--- src/rtl/alarm_zone_controller.sv ---
// Multi-zone intrusion supervisor: exit delay, entry countdown, passcode attempt limit, sticky trip record.
// All outputs registered, one cycle after the causing input; no backpressure, every input is acted on the cycle it arrives.
module alarm_zone_controller #(
    parameter int CLK_HZ        = 50000000,
    parameter int NUM_ZONES     = 4,
    parameter int ARM_DELAY_S   = 10,
    parameter int ENTRY_DELAY_S = 20,
    parameter int MAX_ATTEMPTS  = 3,
    parameter int TIMER_W       = 8
) (
    input  logic                                  clk,
    input  logic                                  rst,
    input  logic                                  arm_req,
    input  logic [NUM_ZONES-1:0]                  zone_tripped,
    input  logic [NUM_ZONES-1:0]                  zone_enable,
    input  logic                                  code_strobe,
    input  logic                                  code_ok,
    output logic [2:0]                            state,
    output logic [TIMER_W-1:0]                    seconds_left,
    output logic [NUM_ZONES-1:0]                  tripped_zones,
    output logic [$clog2(MAX_ATTEMPTS+1)-1:0]     attempts,
    output logic                                  alarm_out,
    output logic                                  arm_fault
);

    localparam int ATT_W = $clog2(MAX_ATTEMPTS + 1);
    localparam int PRE_W = (CLK_HZ > 1) ? $clog2(CLK_HZ) : 1;

    typedef enum logic [2:0] {
        S_IDLE   = 3'd0,
        S_ARMING = 3'd1,
        S_ARMED  = 3'd2,
        S_ENTRY  = 3'd3,
        S_ALERT  = 3'd4
    } state_t;

    state_t             st;
    logic [PRE_W-1:0]   presc;
    logic               tick;
    logic [NUM_ZONES-1:0] hits;
    logic               trip_hit;
    logic               code_good;
    logic               code_bad;
    logic [ATT_W-1:0]   att_inc;
    logic               timer_dec;
    logic               timer_exp;
    logic               to_idle;

    assign tick      = (presc == PRE_W'(CLK_HZ - 1));
    assign hits      = zone_tripped & zone_enable;
    assign trip_hit  = |hits;
    assign code_good = code_strobe & code_ok;
    assign code_bad  = code_strobe & ~code_ok;
    assign att_inc   = attempts + ATT_W'(1);
    assign timer_dec = tick && (seconds_left != '0);
    assign timer_exp = tick && (seconds_left == TIMER_W'(1));
    // A correct code outranks everything outside IDLE; illegal encodings also recover here.
    assign to_idle   = ((st != S_IDLE) && code_good) || (st > S_ALERT);
    assign state     = st;

    always_ff @(posedge clk or negedge rst) begin
        if (!rst) begin
            st            <= S_IDLE;
            presc         <= '0;
            seconds_left  <= '0;
            tripped_zones <= '0;
            attempts      <= '0;
            alarm_out     <= 1'b0;
            arm_fault     <= 1'b0;
        end else begin
            arm_fault <= 1'b0;
            presc     <= tick ? '0 : presc + PRE_W'(1);
            if (to_idle) begin
                st            <= S_IDLE;
                presc         <= '0;
                seconds_left  <= '0;
                tripped_zones <= '0;
                attempts      <= '0;
                alarm_out     <= 1'b0;
            end else begin
                case (st)
                    S_IDLE: begin
                        if (arm_req) begin
                            if (!trip_hit) begin
                                st           <= S_ARMING;
                                presc        <= '0;
                                seconds_left <= TIMER_W'(ARM_DELAY_S);
                            end else begin
                                arm_fault <= 1'b1;
                            end
                        end
                    end
                    S_ARMING: begin
                        if (timer_dec) begin
                            seconds_left <= seconds_left - TIMER_W'(1);
                            if (timer_exp) begin
                                st    <= S_ARMED;
                                presc <= '0;
                            end
                        end
                    end
                    S_ARMED: begin
                        if (trip_hit) begin
                            st            <= S_ENTRY;
                            presc         <= '0;
                            tripped_zones <= hits;
                            seconds_left  <= TIMER_W'(ENTRY_DELAY_S);
                            attempts      <= '0;
                        end
                    end
                    S_ENTRY: begin
                        tripped_zones <= tripped_zones | hits;
                        if (code_bad) begin
                            attempts <= att_inc;
                        end
                        // Attempt limit and countdown expiry both land in ALERT; the count is kept either way.
                        if ((code_bad && (att_inc == ATT_W'(MAX_ATTEMPTS))) || timer_exp) begin
                            st           <= S_ALERT;
                            presc        <= '0;
                            seconds_left <= '0;
                            alarm_out    <= 1'b1;
                        end else if (timer_dec) begin
                            seconds_left <= seconds_left - TIMER_W'(1);
                        end
                    end
                    S_ALERT: begin
                        tripped_zones <= tripped_zones | hits;
                    end
                    default: ;
                endcase
            end
        end
    end

endmodule
--- config.mk ---
export PLATFORM = sky130hd
export DESIGN_NAME = alarm_zone_controller
export DESIGN_NICKNAME = d
export VERILOG_FILES = /design/src/rtl/alarm_zone_controller.sv
export SDC_FILE = /design/constraint.sdc
export NUM_CORES = 1
export LEC_CHECK = 0
export ABC_AREA = 1
export BUFFER_PORTS_ARGS = -buffer_cell sky130_fd_sc_hd__buf_2
export CAP_MARGIN = 5
export CORE_MARGIN = 2
export CORE_UTILIZATION = 53
export DETAILED_ROUTE_END_ITERATION = 16
export GPL_ROUTABILITY_DRIVEN = 1
export PLACE_DENSITY = 0.76
export SETUP_SLACK_MARGIN = 0.1
export SLEW_MARGIN = 20
export SYNTH_ARGS = -nofsm -noshare
export SYNTH_HDL_FRONTEND = slang
export SYNTH_SLANG_ARGS = --single-unit
--- constraint.sdc ---
create_clock -name clk -period 1.9 [get_ports clk]
set_clock_uncertainty 0.05 [all_clocks]
set_input_delay 0.38 -clock clk [delete_from_list [all_inputs] [get_ports clk]]
set_output_delay 0.38 -clock clk [all_outputs]
set_load 0.01 [all_outputs]
==> metrics.md <==
| Metric | Value |
|---|---|
| Clk sink count | `45` |
| Die Wd | `79.09 um` |
| Yosys reg bits | `45` |
| Sw Ratio | `0.4468` |
| Hold Crit Class | `primary input to asynchronous set/reset pin` |
| Mapped Cells | `around 420` |
| Most frequent cells in the layout | `nand2_1 (96), nor2_1 (49), inv_1 (48)` |
| Num CTS Buffers | `5` |
| Fillers | `roughly 440` |
| Via count | `3075` |
| Worst Tran Pin Value | `0.5715 ns` |
| WL final | `just over 8000 um` |
| First-pass GRT wire length | `around 13000 um` |
| DR DRC count | `0` |
| Fin. max-slew vios | `0` |
| Die footprint | `6254 um2` |
| Achievable Freq | `between 0.5 and 0.6 GHz` |
| Total power | `between 4000 and 5000 uW` |
| Ys Warns | `0` |
| Final hold violations | `0` |
| IO buf count | `31` |
| Arr. time, crit path | `1.99 ns` |
| Final GP Congestion | `1.006` |
| Top cells by area, synth | `dfrtp_1 (38%), nand2_1 (13%), nor2_1 (8.0%)` |
| Post-Syn Nets | `439` |
| Yosys cell types | `30` |
| Clock Latency Late Sink | `0.30 ns` |
| Cell Area, Synth | `2988 um2` |
| Ports | `32` |
| Ant. Diodes | `0` |
| Initial antenna violation count | `0` |
| Min Clock Period, post-route | `~1.8 ns` |
| Reg area | `1127 um2` |
| Clock network fraction of total power | `0.143` |
| Post-DRT Antenna Nets | `0` |
| Dpl ws | `-0.03897 ns` |
| Top FF cell, synth | `dfrtp_1` |
| Dominant cell type by area after synthesis | `dfrtp_1` |
| Leak Pwr | `0.001921 uW` |
| Crit path max fanout | `6` |
| Startpoint Class | `register` |
| Status | `completed` |
| Grt ovf | `0` |
| Avg Cell Area, Syn | `7.080 um2` |
| CTS Hold Buffers Added | `0` |
| CTS tree | `done` |
| Largest net degree at the start of global routing | `46` |
| Placed cell area | `3468 um2` |
| EDFF count, synth | `0` |
| Initial DRC Count | `157` |
| VDD IR max | `0.0007142 V` |
| Setup Viol. Count Final | `0` |
| Max Cap Viol | `0` |
| Die Y-Extent | `79.09 um` |
| Sequential share of power | `0.291` |
| Critical path class | `register to register` |
| TNS Setup | `0 ns` |
| Routed vias/inst | `5.329` |
| Post-synth ARST share | `1.000` |
| Pint | `about 2300 uW` |
| RSZ-0062 raised after global routing | `true` |
| PwrDens | `1066 nW/um2` |
| Area of the multi-input gates | `1889 um2` |
| Vias in the first global route | `2973` |
| Setup ws final | `0.05991 ns` |
| Final nets | `521` |
| Routed len/inst | `approximately 14 um` |
| Layout area overhead | `31.11%` |
| CP Data Required Time | `~2 ns` |
| Ratio of cells with drive above 1 in the final layout | `0.3267` |
| Post-DP HPWL | `5452 um` |
| Clock Pin Slew Worst Setup and Hold Paths | `~0.09 ns` |
| TritonRoute pass-1 iters | `4` |
| CTS Buffer Depth | `2` |
| Commonest non-fill, non-tap cell in the layout | `nand2_1` |
| Switching pwr | `1865 uW` |
| Clock root cell | `clkbuf_8` |
| Power share of the combinational group | `0.566` |
| Core Box Area | `5473 um2` |
| Htree depth | `2` |
| Crit share post-route | `0.9685` |
| Share of the synthesized area in the top cell type | `0.3769` |
| Global-route usage over all layers | `0.2696` |
| Seq/Total Area, Yosys | `0.3769` |
| Initial Utilization | `0.5460` |
| Crit end category | `register` |
| Max_slew headroom | `0.6190` |
| R2R cell count | `14` |
| Rows | `27` |
| Post-route design area | `3918 um2` |
==> sequential cells by signal, indices dropped and copies added, names as in the netlist <==
register,count
seconds_left,8
attempts,2
tripped_zones,4
presc,26
arm_fault,1
alarm_out,1
state,3
==> cell families after synthesis <==
group           count (synthesis)  synth area share
simple gates                  262            0.4075
buf+inv                        59           0.07956
flops                          45            0.3769
compound gates                 29           0.05193
xor+xnor                       23           0.06742
fa+ha+maj                       4           0.01675
==> routing by layer <==
layer / global-route usage / vias to the layer above / wire length (um) / part of all wire
li1: - / 1508 / - / -
met1: 0.3360 / 1450 / 3402 / 0.41
met2: 0.4585 / 91 / 4152 / 0.51
met3: 0.04545 / 26 / 433 / 0.053
met4: 0.1207 / 0 / 232 / 0.028
met5: 0 / - / 0 / 0
==> final cells by class <==
type / instances / area share
Clock inverter: 3 / 0.004471
Sequential cell: 45 / 0.2878
Timing Repair Buffer: 75 / 0.1300
Inverter: 56 / 0.05493
Clock buffer: 5 / 0.01757
Multi-Input combinational cell: 321 / 0.4823
Tap cell: 72 / 0.02300
==> path summary, 6_finish.rpt <==
check / start / endpoint / slack, ns
max: presc[0]$_DFF_PN0_ / presc[2]$_DFF_PN0_ / 0.06
min: rst / presc[14]$_DFF_PN0_ / 0.09
max reg2reg: presc[0]$_DFF_PN0_ / presc[2]$_DFF_PN0_ / 0.06
min reg2reg: alarm_out$_DFFE_PN0P_ / alarm_out$_DFFE_PN0P_ / 0.46
max in group asynchronous: rst / presc[2]$_DFF_PN0_ / 1.30
min in group clk: arm_req / arm_fault$_DFF_PN0_ / 0.31
==> cell usage after synthesis (4+ instances only) <==
cell type	instances
nor2_2	12
inv_2	5
ha_1	4
o21ai_0	19
dfrtp_1	45
inv_1	51
xnor2_1	4
xor2_1	19
nand4_1	11
nand2_1	103
nor3_1	18
nand3_1	31
nor2_1	64
nand2_2	12
==> timing repair <==
action / 4_1_cts / 5_1_grt
endpoints found under the setup margin: 33 / 44
cloned: 3 / 0
buffers inserted: 6 / 8
pin swaps: 12 / 21
gates resized for setup: 17 / 42
==> power groups by stage <==
stage	sequential, uW	combinational, uW	clock (uW)
2_1_floorplan	1330	1160	0
3_3_place_gp	1220	1810	0
3_5_place_dp	1230	1840	0
4_1_cts	1210	2140	607
5_1_grt	1230	2620	651
6_report	1210	2360	596
==> per-stage QoR <==
step           utilization  hold WS (ns)  instances
2_1_floorplan            -       0.03441        422
3_3_place_gp        0.6337        0.4140        554
3_5_place_dp        0.6337        0.4411        554
4_1_cts             0.6790        0.1190        571
5_1_grt             0.7158        0.1379        577
6_report            0.7158       0.09309        577
==> worst max-delay path, cell delays in order (launching register included) <==
cell	delay (ns)
dfrtp_1	0.41
ha_4	0.16
nand2_4	0.05
inv_2	0.06
nand2_2	0.04
nor2_2	0.11
nand2_1	0.07
nor2_2	0.15
nand2_2	0.09
nand2_4	0.08
nand2_4	0.06
nand2_4	0.08
nand2_8	0.09
nand3_4	0.17
nor2_1	0.06
Note: power is estimated with default switching activity, not from simulation.
